`config.mk`:
```
export PLATFORM = sky130hd
export DESIGN_NAME = fetch_unit
export DESIGN_NICKNAME = d
export VERILOG_FILES = /design/src/rtl/fetch_unit.sv
export SDC_FILE = /design/constraint.sdc
export NUM_CORES = 1
export LEC_CHECK = 0
export BUFFER_PORTS_ARGS = -buffer_cell sky130_fd_sc_hd__buf_2
export CORE_ASPECT_RATIO = 0.5
export CORE_UTILIZATION = 33
export CTS_CLUSTER_DIAMETER = 100
export DETAILED_ROUTE_END_ITERATION = 10
export PLACE_DENSITY = 0.6
export SLEW_MARGIN = 20
export SYNTH_ARGS = -nofsm -noshare
export SYNTH_HDL_FRONTEND = slang
export SYNTH_SLANG_ARGS = --single-unit
```
`constraint.sdc`:
```
create_clock -name clk -period 5.5 [get_ports clk]
set_clock_uncertainty 0.2 [all_clocks]
set_input_delay 0.825 -clock clk [delete_from_list [all_inputs] [get_ports clk]]
set_output_delay 0.825 -clock clk [all_outputs]
set_load 0.02 [all_outputs]
```
`src/rtl/fetch_unit.sv`:
```
// Instruction fetch stage: owns the PC, fetches over req/ack and hands words to decode over valid/ready.
// Optional macro FETCH_MISALIGN_CHECK_EN: misaligned redirects raise a sticky fetch_err and halt fetching.
module fetch_unit #(
    parameter logic [31:0] RESET_PC = 32'h0000_0000,
    parameter logic [31:0] NOP_INSN = 32'h0000_0013
) (
    input  logic        clk,
    input  logic        reset,
    input  logic        redirect_valid,
    input  logic [31:0] redirect_pc,
    output logic        imem_req,
    output logic [31:0] imem_addr,
    input  logic        imem_ack,
    input  logic [31:0] imem_rdata,
    output logic        inst_valid,
    input  logic        inst_ready,
    output logic [31:0] inst_out,
    output logic [31:0] inst_pc,
    output logic [31:0] pc_plus4,
    output logic        fetch_err
);

    typedef enum logic [1:0] {StIdle, StReq, StValid, StDrain} state_e;

    state_e      state_q, state_d;
    logic [31:0] pc_q, pc_d;
    logic        imem_req_q, imem_req_d;
    logic [31:0] imem_addr_q, imem_addr_d;
    logic        inst_valid_q, inst_valid_d;
    logic [31:0] inst_out_q, inst_out_d;
    logic [31:0] inst_pc_q, inst_pc_d;
    logic [31:0] pc_plus4_q, pc_plus4_d;
    logic [31:0] redirect_tgt;

    assign redirect_tgt = redirect_pc & 32'hFFFF_FFFC;

`ifdef FETCH_MISALIGN_CHECK_EN
    logic fetch_err_q, fetch_err_d;
    logic misaligned;
    assign misaligned = redirect_valid && (redirect_pc[1:0] != 2'b00);
`endif

    always_comb begin
        state_d      = state_q;
        pc_d         = pc_q;
        imem_req_d   = imem_req_q;
        imem_addr_d  = imem_addr_q;
        inst_valid_d = inst_valid_q;
        inst_out_d   = inst_out_q;
        inst_pc_d    = inst_pc_q;
        pc_plus4_d   = pc_plus4_q;
`ifdef FETCH_MISALIGN_CHECK_EN
        fetch_err_d  = fetch_err_q;
`endif
        unique case (state_q)
            StIdle: begin
                if (redirect_valid) begin
                    pc_d        = redirect_tgt;
                    imem_addr_d = redirect_tgt;
                end else begin
                    imem_addr_d = pc_q;
                end
                imem_req_d = 1'b1;
                state_d    = StReq;
            end
            StReq: begin
                if (redirect_valid) begin
                    pc_d = redirect_tgt;
                    if (imem_ack) begin
                        imem_addr_d = redirect_tgt;
                        state_d     = StReq;
                    end else begin
                        // The bus cannot abort an in-flight request; wait for its ack.
                        state_d = StDrain;
                    end
                end else if (imem_ack) begin
                    inst_out_d   = imem_rdata;
                    inst_pc_d    = imem_addr_q;
                    pc_plus4_d   = imem_addr_q + 32'd4;
                    inst_valid_d = 1'b1;
                    imem_req_d   = 1'b0;
                    pc_d         = imem_addr_q + 32'd4;
                    state_d      = StValid;
                end
            end
            StValid: begin
                if (redirect_valid) begin
                    pc_d         = redirect_tgt;
                    inst_valid_d = 1'b0;
                    inst_out_d   = NOP_INSN;
                    imem_req_d   = 1'b1;
                    imem_addr_d  = redirect_tgt;
                    state_d      = StReq;
                end else if (inst_ready) begin
                    inst_valid_d = 1'b0;
                    inst_out_d   = NOP_INSN;
                    imem_req_d   = 1'b1;
                    imem_addr_d  = pc_q;
                    state_d      = StReq;
                end
            end
            StDrain: begin
                if (redirect_valid) begin
                    pc_d = redirect_tgt;
                end
                if (imem_ack) begin
                    imem_addr_d = redirect_valid ? redirect_tgt : pc_q;
                    state_d     = StReq;
                end
            end
            default: state_d = StIdle;
        endcase
`ifdef FETCH_MISALIGN_CHECK_EN
        if (fetch_err_q) begin
            // Halted: freeze everything until reset.
            state_d      = StIdle;
            pc_d         = pc_q;
            imem_req_d   = imem_req_q;
            imem_addr_d  = imem_addr_q;
            inst_valid_d = inst_valid_q;
            inst_out_d   = inst_out_q;
            inst_pc_d    = inst_pc_q;
            pc_plus4_d   = pc_plus4_q;
        end else if (misaligned) begin
            fetch_err_d  = 1'b1;
            state_d      = StIdle;
            pc_d         = redirect_tgt;
            imem_req_d   = 1'b0;
            imem_addr_d  = imem_addr_q;
            inst_valid_d = 1'b0;
            inst_out_d   = NOP_INSN;
            inst_pc_d    = inst_pc_q;
            pc_plus4_d   = pc_plus4_q;
        end
`endif
    end

    always_ff @(posedge clk or posedge reset) begin
        if (reset) begin
            state_q      <= StIdle;
            pc_q         <= RESET_PC;
            imem_req_q   <= 1'b0;
            imem_addr_q  <= RESET_PC;
            inst_valid_q <= 1'b0;
            inst_out_q   <= NOP_INSN;
            inst_pc_q    <= RESET_PC;
            pc_plus4_q   <= RESET_PC + 32'd4;
        end else begin
            state_q      <= state_d;
            pc_q         <= pc_d;
            imem_req_q   <= imem_req_d;
            imem_addr_q  <= imem_addr_d;
            inst_valid_q <= inst_valid_d;
            inst_out_q   <= inst_out_d;
            inst_pc_q    <= inst_pc_d;
            pc_plus4_q   <= pc_plus4_d;
        end
    end

`ifdef FETCH_MISALIGN_CHECK_EN
    always_ff @(posedge clk or posedge reset) begin
        if (reset) begin
            fetch_err_q <= 1'b0;
        end else begin
            fetch_err_q <= fetch_err_d;
        end
    end
    assign fetch_err = fetch_err_q;
`else
    assign fetch_err = 1'b0;
`endif

    assign imem_req   = imem_req_q;
    assign imem_addr  = imem_addr_q;
    assign inst_valid = inst_valid_q;
    assign inst_out   = inst_out_q;
    assign inst_pc    = inst_pc_q;
    assign pc_plus4   = pc_plus4_q;

endmodule

```
# After elaboration in Yosys (flattened, before gate mapping)
# Index checks and enable logic that the tools add are counted.
totals:
  ff_bits: 164
  latch_bits: 0
  ramBits: 0
  mem_bits_ro: 0
  input_bits: 69
  output_inout_bits: 131
  mem_count: 0
classes:
  add_sub_neg: 1
  n_mul: 0
  div: 0
  magnitude_cmp: 0
  n_eq_ne: 9
  n_shift: 0
  mux: 32
  bitwise_logic: 1
  n_reduce_logical: 9
ops:
  columns: ["operator", "n"]
  rows:
  - ["2-to-1 mux 32 bit", 12]
  - ["case mux 32 bit (2 select lines)", 2]
  - ["case mux 32 bit (4 select lines)", 1]
  - ["adder 32 x 3 -> 32 bit (second input constant)", 1]
  - ["2-to-1 mux 2 bit", 6]
  - ["AND reduction 4 bit", 3]
  - ["2-to-1 mux 1 bit", 8]
  - ["inequality test 2 bit (second input constant)", 4]
  - ["case mux 2 bit (4 select lines)", 1]
  - ["inequality test 3 bit (second input constant)", 2]
  - ["AND reduction 3 bit", 2]
  - ["equality test 2 bit (second input constant)", 2]
  - ["case mux 1 bit (3 select lines)", 1]
  - ["nonzero test 3 bit", 1]
  - ["OR reduction 3 bit", 1]
  - ["equality test 2 x 1 -> 1 bit (second input constant)", 1]
  - ["logical NOT 2 bit", 1]
  - ["case mux 1 bit (2 select lines)", 1]
  - ["nonzero test 2 bit", 1]
  - ["NOT 1 bit", 1]

# Depth between registers and ports, before layout
# Gate-level depths: netlist (run 1).
depth:
  word_depth: 4
  depth_mapped: 8
  mapped_depth_nobuf: 6

# Worst setup path before layout (run 1)
# Ideal clock, no wire load.
synth_path:
  path_kind: "register to register"
  startpoint: "register imem_addr_q[2], in the netlist imem_addr[2]"
  endpoint: "register pc_q[26]"
  setup_ns: 0.136
  arrival_time_ns: 1.861
  required_time_ns: 5.164
  setup_slack_ns: 3.303
  stages_incl_launch_ff: 8
  synth_period_minus_slack_ns: 2.197
  path_cell_list: "dfrtp_1 -> ha_1 -> and3_1 -> buf_6 -> nand4_4 -> or3_1 -> xor2_1 -> o221ai_2"
synth_via:
  elab_chain_len: 4
synth_lines:
  columns: ["item", "line_no", "rtl"]
  rows:
  - ["start, declared", "28", "logic [31:0] imem_addr_q, imem_addr_d;"]
  - ["start signal, assigned", "152", "imem_addr_q <= imem_addr_d;"]
  - ["adder 32 x 3 -> 32 bit", "82", "pc_d = imem_addr_q + 32'd4;"]
  - ["2-to-1 mux 32 bit", "76", "end else if (imem_ack) begin"]
  - ["2-to-1 mux 32 bit", "67", "if (redirect_valid) begin"]
  - ["case mux 32 bit (2 select lines)", "55", "unique case (state_q)"]
  - ["end signal, assigned", "150", "pc_q <= pc_d;"]
  - ["end, declared", "26", "logic [31:0] pc_q, pc_d;"]
# Every way passes these cells. The select of a mux whose other input is x is not followed.
# A chain may end at the register's enable or synchronous reset.

# Worst setup path in the final report (run 1)
layout_path:
  startpoint: "input port redirect_valid"
  endpoint: "register pc_q[8]"
layout_via:
  elab_chain_len: 2
layout_lines:
  columns: ["item", "line_no", "rtl"]
  rows:
  - ["start, declared", "9", "input logic redirect_valid,"]
  - ["2-to-1 mux 32 bit, on equally long branches", null, null]
  - ["case mux 32 bit (2 select lines)", "55", null]
# Several ways; a longest one is shown, not always the timed one.

==> flow_summary.toml, run 1 <==
[status]
status = "finished clean"

[worst_setup_path]
crit_arrival_ns = 2.78
critPathSlowestCell = "buf_4"
worstPathCellList = "buf_2 -> nor2b_1 -> nand2_4 -> buf_4 -> o221ai_1"
timing.rr.end = "pc_q[26]"
endpoint = "pc_q[8]"
r2r_setup_slack_ns = 2.99
cp_num_buf_inv = 2
path_max_fanout = 60
crit_type = "in -> reg"
reg2reg_depth = 6
cp.depth = 5
crit_family = "buffers and inverters"
required_ns = 5.58
slowest_delay_ns = 0.59
cp-start-kind = "input port"
timing.rr.start = "imem_addr[2]"
critPathLaunch = "redirect_valid"
crit_path_end_kind = "flip-flop"

[floorplan]
coreArea_um2 = 20880
die_y_um = 106.0
die-area_um2 = 22280
dieWidth_um = 210.1
placementRows = 37
start_util_pct = 34.22
io_pins = 200

[worst_hold_path]
hold_start = "inst_pc[9]"
hold_class = "reg -> reg"

[grt]
antenna_found_initial = 1
grt_use_total_pct = 18.18
grt-ovfl-total = 0
grt_max_degree = 163
grt_pass1_vias = 5670
grt_pass1_wl_mm = 31.46

[pwr]
p_per_area_nw_per_um2 = 499.8
p_int_mw = 2.745
p_seq_share_pct = 41.2
comb_power_share_pct = 31.3
ir_drop_mv = 0.1848
pwr-share-clk_pct = 27.5
sw_frac_of_total_pct = 38.15
p_leak_nw = 4.292
switchingPower_mw = 1.693

[synthesis]
synthArstFlopShare_pct = 100.0
yosysTopAreaCellShare_pct = 55.34
synthesis.area_um2 = 7144
yosys-top-cells-area = "dfrtp_1, nand2_1, mux2i_1, a22o_1, o21ai_0"
synth-edff-count = 0
synth-seq-cells = 162
yosys.area.top_type = "dfrtp_1"
synth_cell_types = 51
ys.flop_type = "dfrtp_1"
synth_cells = 699
syn-mean-instance-area_um2 = 10.22
ys_warn_count = 0
synth_fp_nets = 769
ys_seq_area_share_pct = 56.81

[route]
viasPerCell = 4.894
ant_nets = 0
drt_first_pass_iters = 4
drc = 0
routedWlPerCell_um = 16.78
wirelength_mm = 19.72
drtIter0Drc = 302
dr_total_vias = 5751

[cells_and_area]
layout.nets = 940
final_util_pct = 42.53
multiInputGateArea_um2 = 2780
final_common_cell = "buf_2"
fin_cells = 1175
fillCellCount = 2065
drive_gt1_share_pct = 28.65
antenna_cells = 0
regArea_um2 = 4059
final_cell_mix = "buf_2, nand2_1, dfrtp_1"
syn_to_final_growth_pct = 24.29

[clocking]
cts_sinks = 162
cts_resized = 0
cts-buffers-inserted = 17
clk_pin_slew_ns = 0.07
cts_max_level = 4
hold_buffers = 0
root_buffer = "clkbuf_16"
cts_setup_buffers = 0
clk-insertion-delay-late_ns = 0.43
cts_buffer_depth = 2
cts_tree = "done"

[timing]
tns_ns = 0
hold_viol_final = 0
rsz0062_at_grt = "false"
max_freq_mhz = 370.8
post-route-period-util_pct = 49.03
worstMarginPinSlew_ns = 1.039
setup_violations = 0
slew_headroom_pct = 30.71
slew_viol_final = 0
period_needed_ns = 2.697

[flow_run]
max_cap_viol_count = 0

[place]
dp.cells = 1143
dp.final_hpwl_mm = 13.06
io_buffers = 196
gp_congestion = 0.7474
routing by layer:
layer	vias up	GRT usage (%)	wire [µm]
met4	2	4.432	199
li1	2753	-	-
met5	-	0	13
met3	19	3.811	542
met2	89	30.09	9455
met1	2888	24.39	9509
power groups by stage:
stage / Combinational, mW / Clock [mW] / Sequential [mW]
after CTS: 1.41 / 1.25 / 1.83
final: 1.39 / 1.22 / 1.83
after floorplan: 0.539 / 0 / 2.17
after global placement: 1.38 / 0 / 1.83
after detailed placement: 1.41 / 0 / 1.85
after global routing: 1.52 / 1.30 / 1.88
metrics by stage:
step	power (mW)	setup WS (ns)	instance area, µm²	hold WS (ns)
6_report	4.438	2.803	8880	0.2699
5_1_grt	4.691	2.593	8880	0.2819
4_1_cts	4.484	2.779	8880	0.2753
3_5_place_dp	3.252	2.337	8282	0.2580
3_3_place_gp	3.216	2.369	8274	0.2569
2_1_floorplan	2.714	0.1050	7144	0.2687
kinds of logic after synthesis:
group,Yosys count,synth area share [%]
xor+xnor,28,3.433
compound gates,148,13.94
fa+ha+maj,1,0.1751
other cells,1,0.05249
mux,32,4.483
simple gates,269,16.48
flops,162,56.81
buf+inv,58,4.624
sequential cells by signal (all words and copies together) (netlist names):
register,cells
inst_pc,32
imem_addr,32
pc_plus4,30
state_q,2
imem_req,1
pc_q,32
inst_valid,1
inst_out,32
worst min-delay path: cells and delay by family, from the launching register on:
family | cells | cell delay, ns
flops | 1 | 0.34
simple gates | 2 | 0.10
area by class of cell:
cell class / count / area share (%)
Sequential cell: 162 / 45.71
Timing Repair Buffer: 203 / 11.78
Tap cell: 292 / 4.114
Multi-Input combinational cell: 479 / 31.31
Clock inverter: 12 / 1.818
Clock buffer: 20 / 4.918
Inverter: 7 / 0.3523
worst min path at each step:
stage                              end  slack, ns  depth (start not counted)
final                       inst_pc[9]       0.27                          2
after global routing        inst_pc[9]       0.28                          2
after CTS                   inst_pc[9]       0.28                          2
after detailed placement    inst_pc[9]       0.26                          2
after global placement      inst_pc[3]       0.26                          2
after floorplan           imem_addr[0]       0.27                          2
synth_stat cells (2+ instances only):
| master | count |
|---|---|
| a211oi_1 | 2 |
| a21o_1 | 4 |
| a21oi_1 | 36 |
| a221o_1 | 2 |
| a22o_1 | 30 |
| a22oi_1 | 3 |
| and2_1 | 2 |
| and3_1 | 4 |
| and4_2 | 3 |
| buf_1 | 4 |
| buf_2 | 10 |
| buf_4 | 5 |
| buf_6 | 3 |
| clkbuf_1 | 23 |
| clkbuf_8 | 5 |
| dfrtp_1 | 158 |
| dfstp_2 | 4 |
| inv_1 | 7 |
| mux2i_1 | 32 |
| nand2_1 | 173 |
| nand2b_1 | 4 |
| nand3_1 | 12 |
| nand4_1 | 10 |
| nor2_1 | 42 |
| nor2b_1 | 4 |
| nor3_1 | 3 |
| nor4_1 | 2 |
| nor4_2 | 2 |
| o21ai_0 | 42 |
| o21ai_1 | 2 |
| o221ai_1 | 18 |
| o22a_1 | 3 |
| xnor2_1 | 10 |
| xor2_1 | 18 |
No activity file was read; power rests on OpenSTA's default activity.
==> run 2, diff against run 1 <==
- ABC_AREA: unset -> 1
- PLACE_DENSITY: 0.6 -> 0.57
- clock period: 5.5 -> 2.62 ns (I/O delays scaled with it)
==> run 2 against run 1 <==
The flow now finishes with violations (design-rule violations). Worst hold slack worse by 0.18 ns. Critical path type is now reg -> reg. Sequential power up 140%. Largest cell class unchanged. Non-clock buffer count up 37. Sequential share of layout area down 3.1 points. Synthesized cell count up 32%.
==> flow_summary.toml, run 2 <==
[route]
wirelength_mm = 22.56
viasPerCell = 4.766
routedWlPerCell_um = 15.58
dr_total_vias = 6901
drt_first_pass_iters = 8
drc = 1
ant_nets = 0
drtIter0Drc = 598

[synthesis]
yosys.area.top_type = "dfrtp_1"
ys_warn_count = 0
synthesis.area_um2 = 7357
synthArstFlopShare_pct = 100.0
synthTopCellsByCount = "nand2_1, dfrtp_1, nor2_1, o21ai_0, nand3_1"
synth_cells = 922
ys.flop_type = "dfrtp_1"
yosys-top-cells-area = "dfrtp_1, nand2_1, o21ai_0, nor2_1, nand3_1"
synth-seq-cells = 162
synth_fp_nets = 992
ys_seq_area_share_pct = 55.17
yosysMostFrequentCell = "nand2_1"
syn-mean-instance-area_um2 = 7.979
yosysTopAreaCellShare_pct = 53.74
synth-edff-count = 0
synth_cell_types = 30

[cells_and_area]
final_common_cell = "nand2_1"
fin_cells = 1448
layout.nets = 1208
regArea_um2 = 4059
antenna_cells = 0
multiInputGateArea_um2 = 2867
syn_to_final_growth_pct = 29.59
drive_gt1_share_pct = 22.65
final_cell_mix = "nand2_1, buf_2, dfrtp_1"
fillCellCount = 2251

[worst_setup_path]
crit_arrival_ns = 2.26
path_max_fanout = 5
cp_num_buf_inv = 1
crit_family = "simple AND/OR/NAND/NOR gates"
crit_type = "reg -> reg"
required_ns = 2.73
crit_path_end_kind = "flip-flop"
critPathSlowestCell = "dfrtp_1"
reg2reg_depth = 7
worstPathCellList = "inv_1 -> nor2_2 -> nand2_1 -> nor2_1 -> nand2_1 -> nand3_1 -> nand3_1"
slowest_delay_ns = 0.45
timing.rr.end = "pc_q[15]"
cp-start-kind = "flip-flop"
r2r_setup_slack_ns = 0.47
cp.depth = 7
timing.rr.start = "imem_addr[2]"

[place]
dp.final_hpwl_mm = 14.98
post-place-ws_ns = 0.3680
gp_congestion = 0.8602
dp.cells = 1386
io_buffers = 196

[worst_hold_path]
holdPathEnd = "imem_addr[3]"
hold_start = "redirect_pc[3]"
hold_path_depth = 3
hold_class = "in -> reg"

[grt]
grt_use_total_pct = 20.19
grt_pass1_vias = 6569
grt_pass1_wl_mm = 35.33
grt_max_degree = 101
antenna_found_initial = 0
grt-ovfl-total = 0

[floorplan]
placementRows = 38
io_pins = 200
coreArea_um2 = 21780
dieWidth_um = 213.2
start_util_pct = 33.79
die-area_um2 = 22930
die_y_um = 107.6

[pwr]
p_leak_nw = 5.081
p_per_area_nw_per_um2 = 1281
totalPowerFinal_mw = 12.22
ir_drop_mv = 0.6412

[timing]
whs_ns = 0.09324
setup_ws_ns = 0.4673
rsz0062_at_grt = "false"
setup_violations = 0
period_needed_ns = 2.153
max_freq_mhz = 464.5
slew_viol_final = 0
worstMarginPinSlew_ns = 0.7957
post-route-period-util_pct = 82.17
tns_ns = 0
slew_headroom_pct = 46.75
hold_viol_final = 0

[clocking]
cts_tree = "done"
hold_buffers = 32
cts_setup_buffers = 0
cts_resized = 0
cts_max_level = 4
cts-buffers-inserted = 17
cts_buffer_depth = 2
cts_sinks = 162
clk-insertion-delay-late_ns = 0.43
clk_pin_slew_ns = 0.07
root_buffer = "clkbuf_16"

[flow_run]
max_cap_viol_count = 0

[status]
status = "finished with violations"
violations = "design-rule violations"
## run 2: changes by cell type after synthesis, sizes merged, moves of 30 or more
cell,delta
a22o,-30
o21ai,+64
inv,+46
nor2,+64
nand2,+191
nand3,+40
mux2i,-32
## run 2: metal layers
layer	share of wire (%)	vias up	track usage, %
met2	46	150	32.34
met5	0	-	0
met3	6.0	27	6.184
met4	1.6	0	5.867
met1	46	3373	26.28
li1	-	3351	-
## run 2: tightest hold or removal path: cells and delay by family
kind                   cells  cell delay (ns)
AOI/OAI and AO/OA          2             0.20
buffers and inverters      1             0.08
## run 2: per-stage QoR
stage	util, %	cell area (µm²)
floorplan	-	7361
global route	43.78	9534
global placement	39.54	8610
CTS	43.70	9517
finish	43.78	9534
detailed placement	39.54	8610
## run 2: cell families after synthesis
logic type | synth area share (%)
buffers and inverters | 6.088
adder cells (fa/ha/maj) | 0.1700
XOR/XNOR | 0.2381
other | 0.05097
flip-flops | 55.17
AO/OA/AOI/OAI | 10.05
AND/OR/NAND/NOR | 28.23
## run 2: cell type report
| cell class | count | share of cell area [%] |
|---|---|---|
| sequential | 162 | 42.57 |
| clock inverter | 9 | 1.365 |
| inverter | 53 | 2.126 |
| multi-input combinational | 664 | 30.07 |
| timing repair buffer | 240 | 15.14 |
| tap | 300 | 3.937 |
| clock buffer | 20 | 4.790 |
## run 2: power breakdown
part	total (mW)	switching [mW]	internal [mW]	leakage [nW]
Combinational	5.20	3.58	1.62	2.77
Clock	2.55	1.01	1.53	0.288
Sequential	4.47	0.798	3.67	2.03
Total	12.2	5.39	6.83	5.08
## run 2: worst max-delay path by stage
stage              startpoint            to  slack, ns
5_1_grt          imem_addr[2]      pc_q[26]       0.28
2_1_floorplan           reset  imem_addr[0]      -0.03
3_5_place_dp   redirect_valid   inst_out[1]       0.37
3_3_place_gp       state_q[1]   inst_out[1]       0.42
6_report         imem_addr[2]      pc_q[15]       0.47
4_1_cts            state_q[1]   inst_out[1]       0.35
